File: src/rtl/sequencer_pkg.sv
// Shared types and constants for the program sequencer: FSM state encoding,
// instruction word layout and the default no-operation opcode.
package sequencer_pkg;

    localparam int INPUT_DATA_WIDTH = 4;
    localparam int WORD_W           = 3 * INPUT_DATA_WIDTH;

    localparam int OPC_MSB = 11;
    localparam int OPC_LSB = 8;
    localparam int OPR_MSB = 7;
    localparam int OPR_LSB = 0;

    localparam logic [INPUT_DATA_WIDTH-1:0] NOP_OPCODE_DEF = 4'h0;

    typedef enum logic [1:0] {
        IDLE  = 2'd0,
        FETCH = 2'd1,
        ISSUE = 2'd2,
        HALT  = 2'd3
    } state_e;

endpackage

File: src/rtl/program_memory.sv
// Program store: 2^AW instruction words, one synchronous write port and one
// synchronous read port. Contents are deliberately not touched by reset.
module program_memory
    import sequencer_pkg::*;
#(
    parameter int AW = 5
) (
    input  logic              clk_i,
    input  logic              wr_en_i,
    input  logic [AW-1:0]     wr_addr_i,
    input  logic [WORD_W-1:0] wr_data_i,
    input  logic              rd_en_i,
    input  logic [AW-1:0]     rd_addr_i,
    output logic [WORD_W-1:0] rd_data_o
);

    logic [WORD_W-1:0] mem_q [0:(1<<AW)-1];
    logic [WORD_W-1:0] rd_data_q;

    always_ff @(posedge clk_i) begin
        if (wr_en_i) begin
            mem_q[wr_addr_i] <= wr_data_i;
        end
        if (rd_en_i) begin
            rd_data_q <= mem_q[rd_addr_i];
        end
    end

    assign rd_data_o = rd_data_q;

endmodule

File: src/rtl/program_sequencer.sv
// Fetch/issue controller: walks a program counter through the program store
// and hands each instruction to the execution unit with a one-cycle start.
module program_sequencer
    import sequencer_pkg::*;
#(
    parameter int                          ROM_ADDRESS_WIDTH = 5,
    parameter logic [INPUT_DATA_WIDTH-1:0] NOP_OPCODE        = NOP_OPCODE_DEF
) (
    input  logic                               clk,
    input  logic                               reset,
    input  logic                               load_en,
    input  logic [ROM_ADDRESS_WIDTH-1:0]       load_addr,
    input  logic [WORD_W-1:0]                  load_data,
    input  logic                               run,
    input  logic                               step,
    input  logic                               loop,
    input  logic [ROM_ADDRESS_WIDTH-1:0]       end_addr,
    output logic [INPUT_DATA_WIDTH-1:0]        opcode,
    output logic [2*INPUT_DATA_WIDTH-1:0]      operand,
    output logic                               start,
    output logic [ROM_ADDRESS_WIDTH-1:0]       pc,
    output logic                               busy,
    output logic                               done,
    output state_e                             state_o
);

    localparam logic [ROM_ADDRESS_WIDTH-1:0] PC_ONE = {{(ROM_ADDRESS_WIDTH-1){1'b0}}, 1'b1};

    state_e                         state_q, state_d;
    logic [ROM_ADDRESS_WIDTH-1:0]   pc_q, pc_d;
    logic                           single_q, single_d;
    logic                           start_q, busy_q, done_q;
    logic                           mem_wr_en, mem_rd_en;
    logic [WORD_W-1:0]              rd_word;
    logic                           keep_running;

    program_memory #(
        .AW (ROM_ADDRESS_WIDTH)
    ) u_mem (
        .clk_i     (clk),
        .wr_en_i   (mem_wr_en),
        .wr_addr_i (load_addr),
        .wr_data_i (load_data),
        .rd_en_i   (mem_rd_en),
        .rd_addr_i (pc_q),
        .rd_data_o (rd_word)
    );

    assign keep_running = run && !single_q;

    always_comb begin
        state_d   = state_q;
        pc_d      = pc_q;
        single_d  = single_q;
        mem_wr_en = 1'b0;
        mem_rd_en = 1'b0;
        case (state_q)
            IDLE: begin
                mem_wr_en = load_en;
                if (run) begin
                    state_d  = FETCH;
                    single_d = 1'b0;
                end else if (step) begin
                    state_d  = FETCH;
                    single_d = 1'b1;
                end
            end
            FETCH: begin
                mem_rd_en = 1'b1;
                state_d   = ISSUE;
            end
            ISSUE: begin
                single_d = 1'b0;
                if (pc_q == end_addr) begin
                    if (loop) begin
                        pc_d    = '0;
                        state_d = keep_running ? FETCH : IDLE;
                    end else begin
                        state_d = HALT;
                    end
                end else begin
                    // Natural wrap past the top of the store when end_addr is never hit.
                    pc_d    = pc_q + PC_ONE;
                    state_d = keep_running ? FETCH : IDLE;
                end
            end
            HALT: begin
                mem_wr_en = load_en;
                if (!run) begin
                    state_d = IDLE;
                    pc_d    = '0;
                end
            end
            default: begin
                state_d = IDLE;
            end
        endcase
    end

    always_ff @(posedge clk) begin
        if (reset) begin
            state_q  <= IDLE;
            pc_q     <= '0;
            single_q <= 1'b0;
            start_q  <= 1'b0;
            busy_q   <= 1'b0;
            done_q   <= 1'b0;
        end else begin
            state_q  <= state_d;
            pc_q     <= pc_d;
            single_q <= single_d;
            start_q  <= (state_d == ISSUE);
            busy_q   <= (state_d == FETCH) || (state_d == ISSUE);
            done_q   <= (state_d == HALT);
        end
    end

    // The execution unit enables its accumulator on opcode alone, so the
    // fetched word is only exposed while start is high.
    assign opcode  = start_q ? rd_word[OPC_MSB:OPC_LSB] : NOP_OPCODE;
    assign operand = start_q ? rd_word[OPR_MSB:OPR_LSB] : '0;
    assign start   = start_q;
    assign pc      = pc_q;
    assign busy    = busy_q;
    assign done    = done_q;
    assign state_o = state_q;

endmodule

File: config.mk
export PLATFORM = sky130hd
export DESIGN_NAME = program_sequencer
export DESIGN_NICKNAME = d
export VERILOG_FILES = /design/src/rtl/sequencer_pkg.sv /design/src/rtl/program_memory.sv /design/src/rtl/program_sequencer.sv
export SDC_FILE = /design/constraint.sdc
export NUM_CORES = 1
export LEC_CHECK = 0
export CORE_MARGIN = 1.5
export CORE_UTILIZATION = 55
export CTS_CLUSTER_DIAMETER = 60
export CTS_CLUSTER_SIZE = 25
export DETAILED_ROUTE_END_ITERATION = 10
export HOLD_SLACK_MARGIN = 0.05
export PLACE_DENSITY_LB_ADDON = 0.2
export SYNTH_ARGS = -nofsm -noshare
export SYNTH_HDL_FRONTEND = slang
export SYNTH_SLANG_ARGS = --single-unit
File: constraint.sdc
create_clock -name clk -period 2.3 [get_ports clk]
set_input_delay 0.69 -clock clk [delete_from_list [all_inputs] [get_ports clk]]
set_output_delay 0.69 -clock clk [all_outputs]
set_load 0.1 [all_outputs]
==> run metrics, run 1 <==
total gr overflow=0; Initial Util=between 50% and 60%; most frequent cells in the layout=edfxtp_1, mux4_2, buf_4, buf_12, nor2_1; Area Overhead vs Synth=21.8%; WP data arrival=2590 ps; failing checks=negative setup slack; initial drt markers=872; yosys warns=0; number of clock sinks=407; Setup Skew=16.5 ps; Fillers=between 1,500 and 2,000; slowest CP cell=mux4_2; total vias in the final route=8,038; Nets=976; CP Launch Type=register; critical path fanouts, max=7; kind of critical path=reg2reg; vias in the first global route=8,348; Final Cycle Share=101%; DR vias/cell=6.00; Routability Congestion=0.779; Cells after Synth=778; clock buffer depth=3; number of diodes=0; Post-DP HPWL=21.2 mm; ys async rst share=0%; FP Rows=62; Die ar.=between 0.03 and 0.04 sq mm; width of the die=174 um; Tot Pwr=13.8 mW; ys flop type=edfxtp_1; worst skew pair latency=550 ps; final WL=about 35 mm; first-pass GRT wire length=51.5 mm; initial antenna violation count=0; cell family with most CP delay=multiplexers; critical path buffer and inverter count=2; max-slew violation count=0; cells along the critical path=buf_4, clkbuf_16, mux4_2, mux2i_2, nor2_1, a211oi_1, a21oi_1; EDFF count, synth=396; Total GRT Usage=23.2%; H-tree depth=1; Max rail drop VDD=0.381 mV; Max Cap Viol=0; crit end category=register; max incr delay on CP=540 ps; Mapped Avg Cell Area=20.6 sq um; Final Hold Vio Count=0; largest net degree at the start of global routing=54; RSZ-0062 raised after global routing=true; Mapped Area=between 0.015 and 0.02 sq mm; FMAX=0.431 GHz; layout cells sized above 1=about two fifths; Net Count, Synth=814; Distinct cells, synth=38; CTS root buf=clkbuf_16; Seq/Total Area, Yosys=75.6%; Initial DRT Pass Iterations=5; wire length per cell=25.9 um; Leak=about 6.1 nW; min-delay worst type=reg2reg; clock transition at the registers of the reported paths=90 ps; DRT antenna net count=0; Worst Setup Slack, final=-18.3 ps; DR DRC count=0; status=complete, but fails checks; post-layout util=between 60% and 70%; port buffer count=49; Slew @ Worst Pin=444 ps; design area=0.0195 sq mm; Slew Limit Headroom=70.3%; die height=174 um; Tmin final=roughly 2300 ps; I/O pin cnt=50; CTS tree=built; Crit path required time=2580 ps; Hold-fix buffers, CTS=0; cts bufs inserted=25; final setup fails=1; commonest non-fill, non-tap cell in the layout=edfxtp_1; PD cells=705 mW/mm^2; Seq cells post-synth=between 400 and 500; core box area=0.0287 sq mm; Post-Place Cell Area=0.0182 sq mm
-- worst min-delay path, cell delays in order (launching register included) --
cell	delay, ps
dfxtp_1	340
a21oi_1	60
nor2_1	80
-- synthesized netlist by cell type, types with 9 or more instances --
cell type	instances	share of area (%)
mux2i_1	24	1.5
clkbuf_1	18	0.42
dfxtp_1	11	1.4
mux2_2	24	1.7
nand2_1	20	0.47
nor2_1	51	1.2
edfxtp_1	396	74
o21ai_0	20	0.63
and2_1	13	0.51
a21oi_1	17	0.53
buf_2	9	0.28
a211oi_1	12	0.56
mux4_2	96	13
-- logic make-up after synthesis --
kind of cell | count (synthesis) | synth area share, %
AO/OA/AOI/OAI | 54 | 1.97
multiplexers | 144 | 16.7
XOR/XNOR | 5 | 0.273
adder cells (fa/ha/maj) | 8 | 0.625
flip-flops | 407 | 75.6
AND/OR/NAND/NOR | 114 | 3.46
buffers and inverters | 46 | 1.36
-- routing by layer --
metal	part of all wire, %	vias to the layer above	track usage (%)
met1	42	4216	33.4
met2	50	294	38.8
met4	1.7	0	5.24
met3	5.9	36	2.74
met5	0	-	0
li1	-	3492	-
-- registers in the layout, indices dropped and copies added, names as in the netlist --
| name | cells |
|---|---|
| start | 1 |
| u_mem.mem_q | 384 |
| busy | 1 |
| done | 1 |
| pc | 5 |
| single_q | 1 |
| state_o | 2 |
| u_mem.rd_data_o | 12 |
-- through the flow --
step / std cells / hold slack, ps / worst slack [ps] / TNS (ps)
after CTS: 1324 / 511 / -21.1 / -45.8
after floorplan: 778 / 457 / -14.8 / -881
after global placement: 1276 / 474 / -355 / -52890
after detailed placement: 1276 / 491 / -458 / -61980
final: 1339 / 512 / -18.3 / -18.3
after global routing: 1339 / 550 / -32.3 / -206
-- path summary, 6_finish.rpt --
check	slack, ps	end	cells past startpoint	from
max	-20	u_mem.rd_data_o[5]	7	pc[1]
min	510	single_q	2	single_q
max reg2reg	-20	u_mem.rd_data_o[5]	7	pc[1]
min reg2reg	510	single_q	2	single_q
-- area by class of cell --
cell class / instances / area [sq um] / area share (%)
sequential: 407 / 12100 / 62.2
multi-input combinational: 325 / 3900 / 20.0
timing repair buffer: 176 / 2100 / 10.8
clock buffer: 25 / 626 / 3.21
tap: 384 / 480 / 2.46
clock inverter: 17 / 238 / 1.22
inverter: 5 / 18.8 / 0.0962
-- where the power goes --
part / switching (mW) / leakage [nW] / internal (mW)
Combinational: 0.422 / 2.05 / 0.239
Clock: 2.53 / 0.418 / 2.35
Sequential: 0.0270 / 3.66 / 8.19
-- what timing repair did --
item                       CTS  global route
setup buffers                5            12
setup endpoints to repair    9            12
pin swaps                    0             7
hold endpoints to repair     0             0
gates resized for setup     13            21
gates cloned                 1             4
Note: power is estimated with default switching activity, not from simulation.
==> run 2: changes to the inputs <==
--- a/config.mk
+++ b/config.mk
@@ -8,7 +8,6 @@
 export CORE_MARGIN = 1.5
 export CORE_UTILIZATION = 55
 export CTS_CLUSTER_DIAMETER = 60
-export CTS_CLUSTER_SIZE = 25
 export DETAILED_ROUTE_END_ITERATION = 10
 export HOLD_SLACK_MARGIN = 0.05
 export PLACE_DENSITY_LB_ADDON = 0.2
==> run metrics, run 2 (synthesis gave the netlist of run 1 again) <==
WP depth=9; final setup fails=0; CP Launch Type=register; final WL=34.7 mm; core box area=approximately 0.029 sq mm; Cells after DPL=1,276; Nets=981; slowest CP cell=mux4_2; DR DRC count=0; min-delay worst type=reg2reg; most frequent cells in the layout=edfxtp_1, mux4_2, buf_4, buf_12, clkbuf_16; clock buffer depth=3; Leak=6.24 nW; largest net degree at the start of global routing=54; Crit path required time=2560 ps; Routability Congestion=~0.8; PD cells=763 mW/mm^2; Initial DRT Pass Iterations=5; Reg with most FFs=u_mem.mem_q; kind of critical path=reg2reg; clock transition at the registers of the reported paths=around 70 ps; Tmin final=2290 ps; DRT antenna net count=0; first-pass GRT wire length=roughly 52 mm; port buffer count=49; Area Overhead vs Synth=23.5%; DR vias/cell=5.97; reg2reg end=u_mem.rd_data_o[2]; critical path fanouts, max=8; I/O pin cnt=50; commonest non-fill, non-tap cell in the layout=edfxtp_1; wire length per cell=25.7 um; Initial Util=~56%; max-slew violation count=0; WP data arrival=2540 ps; Die ar.=~0.03 sq mm; Hold Slack=about 510 ps; final std cells w/o fill=1,354; CTS root buf=clkbuf_16; crit end category=register; Worst R2R Path Depth=9; initial antenna violation count=0; crit path launch=pc[1]; layout cells sized above 1=about two fifths; Setup Skew=just under 20 ps; cell family with most CP delay=multiplexers; pre-CTS WS=-458 ps; H-tree depth=2; cts bufs inserted=40; worst skew pair latency=530 ps; status=complete, no violations; CP most frequent cell=buf_12; Hold-fix buffers, CTS=0; die height=174 um; FMAX=0.437 GHz; max incr delay on CP=490 ps; Worst Setup Slack, final=12.5 ps; Final Cycle Share=99.5%; Total GRT Usage=between 20% and 30%; CTS tree=built; Slew @ Worst Pin=439 ps; initial drt markers=between 800 and 900; Post-DP HPWL=21.2 mm; crit path capture=u_mem.rd_data_o[2]; flop2flop setup slack=10 ps; Max Cap Viol=0; FP Rows=slightly above 60; cells along the critical path=buf_12, buf_12, buf_6, mux4_2, mux2i_2, buf_4, nor2_1, a211oi_2, a21oi_2; Slew Limit Headroom=a little over two thirds; total gr overflow=0; RSZ-0062 raised after global routing=true; R2R Path Start=pc[1]; Final Hold Vio Count=0; critical path buffer and inverter count=4; max FFs per register=around 380; width of the die=174 um; number of diodes=0; number of clock sinks=roughly 410; vias in the first global route=around 8,500; total vias in the final route=8,083; Max rail drop VDD=0.505 mV
==> run 2: changes by cell type in the layout (fill, tap and decap cells not counted), moves of 3 or more <==
cell	previous run	this run
a21oi_1	17	14
clkinv_1	3	7
clkbuf_16	29	43
inv_12	4	0
clkinv_2	1	5
buf_4	91	84
clkinv_8	4	0
clkbuf_1	0	6
clkinvlp_4	0	4
a21oi_2	0	3
==> run 2: final cells by class <==
cell class,instances,area [sq um]
fill,1781,8920
clock inverter,20,180
timing repair buffer,166,1990
tap,384,480
sequential,407,12100
multi-input combinational,325,3930
inverter,5,18.8
clock buffer,47,1050
==> run 2: worst min-delay path by stage <==
| stage | startpoint | to | slack [ps] | depth (start not counted) |
|---|---|---|---|---|
| floorplan | single_q | single_q | 460 | 2 |
| global placement | single_q | single_q | 470 | 2 |
| detailed placement | single_q | single_q | 490 | 2 |
| CTS | single_q | single_q | 510 | 2 |
| global route | single_q | single_q | 540 | 2 |
| finish | single_q | single_q | 510 | 2 |
==> run 2: repair_timing <==
| item | in CTS | in global routing |
|---|---|---|
| setup endpoints to repair | 8 | 16 |
| gates resized for setup | 16 | 25 |
| gates cloned | 2 | 2 |
| buffers inserted | 8 | 0 |
| pin swaps | 2 | 4 |
==> run 2: per-layer routing <==
layer  global-route usage [%]  share of wire (%)  up-vias
met2                     39.3                 50      278
met4                     6.50                2.4        0
met3                     4.17                6.2       54
li1                         -                  -     3517
met5                        0                  0        -
met1                     33.4                 42     4234
==> run 2: report_power, final <==
group	switching (mW)	internal, mW
clock	2.60	3.58
sequential	0.0266	8.21
combinational	0.427	0.244
total	3.06	12.0
==> run 2: worst register-to-register path: cells and delay by family (launching register included) <==
family                 cells  cell delay, ps
AND/OR/NAND/NOR            1              60
buffers and inverters      4             650
AO/OA/AOI/OAI              2             240
multiplexers               2             700
flip-flops                 1             370
==> run 2: per-stage QoR <==
| stage | total power, mW | utilization (%) | instance area (sq um) | TNS, ps |
|---|---|---|---|---|
| 2_1_floorplan | 8.68 | - | 16200 | -881 |
| 3_3_place_gp | 9.01 | 63.5 | 18200 | -52890 |
| 3_5_place_dp | 9.04 | 63.5 | 18200 | -61980 |
| 4_1_cts | 15.2 | 68.4 | 19600 | -62.3 |
| 5_1_grt | 15.5 | 68.9 | 19800 | -400 |
| 6_report | 15.1 | 68.9 | 19800 | 0 |
